**src/rtl/paddle_ctrl.sv**
```systemverilog
`default_nettype none
// ============================================================================
// Module   : paddle_ctrl
// Brief    : Pong paddle sequencer - button sync, move-rate tick, IDLE/PLAY/FREEZE
//            FSM. Optional AI tracking via macro PADDLE_AI_TRACK_EN.
// Revision : 1.0 - initial release
// ============================================================================
module paddle_ctrl #(
    parameter int TICK_DIV     = 32768,
    parameter int Y_INIT       = 240,
    parameter int Y_MIN        = 20,
    parameter int Y_MAX        = 460,
    parameter int STEP         = 1,
    parameter int FREEZE_TICKS = 64,
    parameter int DEAD         = 4
) (
    input  logic       clk,
    input  logic       rst,
    input  logic       btn_up_n,
    input  logic       btn_down_n,
    input  logic       game_run,
    input  logic       point_scored,
    input  logic       ai_sel,
    input  logic [9:0] ball_y,
    output logic [9:0] y_pos,
    output logic       tick,
    output logic       moved,
    output logic [1:0] state
);

    localparam int c_CNT_W = (TICK_DIV > 1) ? $clog2(TICK_DIV) : 1;
    localparam int c_FRZ_W = $clog2(FREEZE_TICKS + 1);

    localparam logic [c_CNT_W-1:0] c_CNT_LAST   = c_CNT_W'(TICK_DIV - 1);
    localparam logic [c_FRZ_W-1:0] c_FRZ_LOAD   = c_FRZ_W'(FREEZE_TICKS);
    localparam logic [c_FRZ_W-1:0] c_FRZ_ONE    = c_FRZ_W'(1);
    localparam logic [9:0]         c_Y_INIT     = 10'(Y_INIT);
    localparam logic [9:0]         c_STEP10     = 10'(STEP);
    localparam logic [10:0]        c_STEP11     = 11'(STEP);
    localparam logic [10:0]        c_Y_MAX11    = 11'(Y_MAX);
    localparam logic [10:0]        c_Y_MIN_STEP = 11'(Y_MIN + STEP);

    typedef enum logic [1:0] {
        ST_IDLE   = 2'b00,
        ST_PLAY   = 2'b01,
        ST_FREEZE = 2'b10
    } state_t;

    state_t               state_q;
    logic [9:0]           y_pos_q;
    logic                 moved_q;
    logic [c_FRZ_W-1:0]   frz_cnt_q;
    logic [c_CNT_W-1:0]   tick_cnt_q;
    logic [c_CNT_W-1:0]   tick_cnt_d;
    logic [1:0]           up_sync_q;
    logic [1:0]           dn_sync_q;
    logic                 tick_w;
    logic                 up_req;
    logic                 down_req;
    logic                 can_down;
    logic                 can_up;
    logic [10:0]          y11;

    // Synchronisers idle at 1 so a released button never looks pressed.
    always_ff @(posedge clk) begin
        if (rst) begin
            up_sync_q <= 2'b11;
            dn_sync_q <= 2'b11;
        end else begin
            up_sync_q <= {up_sync_q[0], btn_up_n};
            dn_sync_q <= {dn_sync_q[0], btn_down_n};
        end
    end

    assign tick_w     = (tick_cnt_q == c_CNT_LAST);
    assign tick_cnt_d = tick_w ? '0 : tick_cnt_q + 1'b1;

    always_ff @(posedge clk) begin
        if (rst) tick_cnt_q <= '0;
        else     tick_cnt_q <= tick_cnt_d;
    end

    assign y11 = {1'b0, y_pos_q};

`ifdef PADDLE_AI_TRACK_EN
    logic [10:0] ball11;
    assign ball11   = {1'b0, ball_y};
    assign down_req = ai_sel ? (ball11 > y11 + 11'(DEAD)) : ~dn_sync_q[1];
    assign up_req   = ai_sel ? (ball11 + 11'(DEAD) < y11) : ~up_sync_q[1];
`else
    logic unused_ai;
    assign unused_ai = ^{ai_sel, ball_y};
    assign down_req  = ~dn_sync_q[1];
    assign up_req    = ~up_sync_q[1];
`endif

    // Out-of-range steps are dropped whole rather than clamped.
    assign can_down = down_req & ~up_req & ((y11 + c_STEP11) <= c_Y_MAX11);
    assign can_up   = up_req & ~down_req & (y11 >= c_Y_MIN_STEP);

    always_ff @(posedge clk) begin
        if (rst) begin
            state_q   <= ST_IDLE;
            y_pos_q   <= c_Y_INIT;
            moved_q   <= 1'b0;
            frz_cnt_q <= '0;
        end else begin
            moved_q <= 1'b0;
            if (!game_run) begin
                state_q   <= ST_IDLE;
                y_pos_q   <= c_Y_INIT;
                frz_cnt_q <= '0;
            end else begin
                case (state_q)
                    ST_IDLE: state_q <= ST_PLAY;
                    ST_PLAY: begin
                        if (point_scored) begin
                            state_q   <= ST_FREEZE;
                            frz_cnt_q <= c_FRZ_LOAD;
                        end else if (tick_w) begin
                            if (can_down) begin
                                y_pos_q <= y_pos_q + c_STEP10;
                                moved_q <= 1'b1;
                            end else if (can_up) begin
                                y_pos_q <= y_pos_q - c_STEP10;
                                moved_q <= 1'b1;
                            end
                        end
                    end
                    ST_FREEZE: begin
                        if (tick_w) begin
                            if (frz_cnt_q == c_FRZ_ONE) begin
                                frz_cnt_q <= '0;
                                y_pos_q   <= c_Y_INIT;
                                state_q   <= ST_PLAY;
                            end else begin
                                frz_cnt_q <= frz_cnt_q - 1'b1;
                            end
                        end
                    end
                    default: state_q <= ST_IDLE;
                endcase
            end
        end
    end

    assign y_pos = y_pos_q;
    assign tick  = tick_w;
    assign moved = moved_q;
    assign state = state_q;

endmodule
`default_nettype wire

```
**config.mk**
```make
export PLATFORM = sky130hd
export DESIGN_NAME = paddle_ctrl
export DESIGN_NICKNAME = d
export VERILOG_FILES = /design/src/rtl/paddle_ctrl.sv
export SDC_FILE = /design/constraint.sdc
export NUM_CORES = 1
export LEC_CHECK = 0
export ABC_AREA = 1
export CAP_MARGIN = 20
export CORE_MARGIN = 5
export CORE_UTILIZATION = 35
export CTS_BUF_LIST = sky130_fd_sc_hd__clkbuf_4 sky130_fd_sc_hd__clkbuf_8
export CTS_CLUSTER_SIZE = 8
export DETAILED_ROUTE_END_ITERATION = 7
export DONT_BUFFER_PORTS = 1
export GPL_ROUTABILITY_DRIVEN = 0
export PLACE_DENSITY_LB_ADDON = 0.15
export SYNTH_ARGS = -nofsm -noshare
export SYNTH_HDL_FRONTEND = slang
export SYNTH_SLANG_ARGS = --single-unit
```
**constraint.sdc**
```tcl
create_clock -name clk -period 2.2 [get_ports clk]
set_input_delay 0.22 -clock clk [delete_from_list [all_inputs] [get_ports clk]]
set_output_delay 0.22 -clock clk [all_outputs]
set_load 0.02 [all_outputs]
```
==> run summary, run 1 <==
Clock Pin Slew Worst Setup and Hold Paths: 0.08 ns
Int Power: 1110 uW
Storage cell area: 782 um2
Pwr Density: 535 nW/um2
starting density of the core: 36.4%
final core area utilization: 45.1%
hold_ws: 0.0236 ns
row count: 29
mapped cell area: 2350 um2
hold buffer count at cts: 0
Achievable Freq: 485 MHz
DR vias/cell: 4.76
reg2reg start: y_pos[5]
Worst Path Required: 2.38 ns
Peak VDD IR: 0.229 mV
critical path class: reg2reg
FILL cells: 688
count of state elements after synthesis: 39
worst-margin pin slew: 0.449 ns
Final ANT Viol Nets: 0
Layout area overhead: 23.8%
H-tree levels: 2
Post-Route Skew: 0.00543 ns
DRT iter0 DRCs: 62
routed vias: 2,117
Residual DRC: 0
HPWL Detailed: 4.16 mm
CTS Sinks: 39
R2R depth: 15
CP peak stage delay: 0.33 ns
initial antenna violation count: 0
fin nets: 396
Sw Share: 28.9%
Top delay family on crit path: simple AND/OR/NAND/NOR gates
Primary FF master, synth: dfxtp_1
clock share of power: 33.2%
IO buf count: 0
Max-cap violations: 0
Setup crit end kind: register
outcome: finished clean
Most common cell on crit path: nand2_1
Die X: 92.0 um
Buf+Inv Stages, Crit Path: 2
startpoint types: register
setup ws final: 0.139 ns
DR pass1 iterations: 4
Multi-input gate area: 1540 um2
Hold Crit Class: in2reg
Final min period: 2.06 ns
Critical Path Fanout Max: 5
synth warn: 0
final hold vios: 0
reg-to-reg endpoint: y_pos[7]
Crit-path slowest cell: dfxtp_2
first-pass GRT wire length: 9.32 mm
Post-Route WL: 5.33 mm
pin count of the biggest net entering global routing: 14
layout cell share with drive strength beyond 1: 29.3%
hold_sp: btn_down_n
GR Util All Layers: 13.5%
total die area: 8460 um2
worst skew pair latency: 0.29 ns
die height: 92.0 um
Flop pwr share: 47.4%
Setup TNS: 0 ns
critical path arrival: 2.25 ns
Hold Path End: dn_sync_q[0]
Overall Power: 1560 uW
routed len/inst: 12.0 um
Worst slew margin: 70.0%
Post-synth EDFFs: 0
num ports: 31
fin crit share: 93.7%
CTS tree: yes
Hold Path Stages: 1
Congestion Overflow GR: 0
CTS max path bufs: 2
syn avg cell area: 7.04 um2
Gate power share: 19.3%
Syn Inst Count: 334
RSZ-0062 raised after global routing: true
CTS buffer count: 5
sequential share of the synthesized area: 33.2%
Post-Syn Nets: 363
vias in the first global route: 2,083
Synth cell types: 44
crit path cell chain: nor2_2 -> nand2_2 -> nand2_1 -> nand2_2 -> buf_6 -> buf_4 -> ha_4 -> nand2_1 -> nand2_1 -> o21bai_2 -> nand2_1 -> a21oi_1 -> nand3b_1 -> nand2_1 -> nand3_1
Setup WS pre-CTS: 0.000228 ns
Reg2Reg Setup Slack: 0.14 ns
Net Switching: 450 uW
Synth async-reset ratio: 0%
Slew Viols, Final: 0
n_diodes: 0
clock root cell: clkbuf_8
core area: 6460 um2
Pleak: 0.00129 uW
Setup violations, final: 0
-- area by class of cell --
class | count | share of cell area (%)
clock buffer | 6 | 2.84
tap | 77 | 3.31
clock inverter | 2 | 0.558
inverter | 48 | 6.27
sequential | 39 | 26.8
multi-input combinational | 246 | 53.0
timing repair buffer | 27 | 7.22
-- cells in the mapped netlist (2+ instances only) --
cell type | instances | area (um2)
nor2_4 | 4 | 45.0
nor3b_1 | 2 | 15.0
nand4_1 | 3 | 18.8
xor2_1 | 6 | 52.6
dfxtp_1 | 39 | 781
ha_1 | 11 | 138
nor2_1 | 52 | 195
o21ai_0 | 9 | 45.0
a21oi_1 | 16 | 80.1
inv_2 | 3 | 11.3
nor3_1 | 2 | 10.0
inv_1 | 43 | 161
nor2_2 | 3 | 18.8
and2_1 | 2 | 12.5
nand2_2 | 6 | 37.5
xnor2_1 | 6 | 52.6
o21bai_1 | 2 | 15.0
or2_2 | 6 | 37.5
nand3_1 | 21 | 105
nand3_2 | 2 | 20.0
nand2_1 | 73 | 274
-- sequential cells by signal (all words and copies together) (netlist names) --
name and count:
tick_cnt_q 15, y_pos 10, frz_cnt_q 7, dn_sync_q 2, state 2, up_sync_q 2, moved 1
-- worst reg2reg max path: stages (launching register included) --
cell      delay [ns]
dfxtp_2         0.33
nor2_2          0.12
nand2_2         0.07
nand2_1         0.08
nand2_2         0.07
buf_6           0.14
buf_4           0.14
ha_4            0.23
nand2_1         0.07
nand2_1         0.06
o21bai_2        0.20
nand2_1         0.10
a21oi_1         0.06
nand3b_1        0.16
nand2_1         0.07
nand3_1         0.06
-- cell usage in the layout, fill, tap and decap left out, types with 2 or more instances in the layout --
cell,instances
nand2_1,64
nor2_1,44
inv_1,41
dfxtp_1,38
buf_4,25
nand3_1,18
nand2_2,15
nor2_2,11
a21oi_1,10
o21ai_0,8
a21oi_2,7
or2_2,6
xor2_1,6
xnor2_1,6
clkbuf_8,6
inv_2,5
nand3_2,5
ha_4,5
nor2_4,4
ha_1,4
nand4_1,3
and2_1,2
nor3b_1,2
nor3_1,2
o21ai_1,2
ha_2,2
buf_6,2
-- power by group through the flow --
stage | logic (uW) | clock network [uW] | registers [uW]
2_1_floorplan | 181 | 0 | 765
3_3_place_gp | 266 | 0 | 755
3_5_place_dp | 267 | 0 | 755
4_1_cts | 271 | 550 | 739
5_1_grt | 341 | 585 | 743
6_report | 301 | 518 | 739
-- through the flow --
| step | instances | area [um2] |
|---|---|---|
| CTS | 443 | 2730 |
| finish | 445 | 2910 |
| global placement | 435 | 2630 |
| detailed placement | 435 | 2630 |
| floorplan | 334 | 2350 |
| global route | 445 | 2910 |
-- cells by family after synthesis --
group | count (synthesis) | synth area share [%]
simple gates | 184 | 37.3
buf+inv | 49 | 7.98
flops | 39 | 33.2
compound gates | 38 | 10.4
xor+xnor | 12 | 4.47
fa+ha+maj | 12 | 6.70
-- routing by layer --
layer  up-vias  part of all wire [%]  track usage, %
met3         6                   4.2            3.44
met1       971                    46            16.6
li1       1123                     -               -
met2        17                    49            23.1
met5         -                     0               0
met4         0                   1.4            4.46
-- worst max-delay path by stage --
| stage | from | endpoint | slack [ns] | cells past startpoint |
|---|---|---|---|---|
| 2_1_floorplan | y_pos[8] | y_pos[8] | 0.03 | 15 |
| 3_3_place_gp | y_pos[4] | y_pos[8] | 0.002 | 15 |
| 3_5_place_dp | y_pos[4] | y_pos[8] | 0.0002 | 14 |
| 4_1_cts | y_pos[4] | y_pos[8] | 0.0007 | 14 |
| 5_1_grt | y_pos[9] | y_pos[8] | -0.006 | 15 |
| 6_report | y_pos[5] | y_pos[7] | 0.14 | 15 |
-- what timing repair did --
action                     4_1_cts  5_1_grt
setup endpoints to repair        1        9
buffers inserted                 0        2
gates resized for setup          1       42
pin swaps                        0       18
No activity file was read; power rests on OpenSTA's default activity.
==> inputs of run 2 (changes only) <==
- ABC_CLOCK_PERIOD_IN_PS: unset -> 2200
==> results of run 2 <==
Final layout, timing and power as in run 1 (identical DEF).
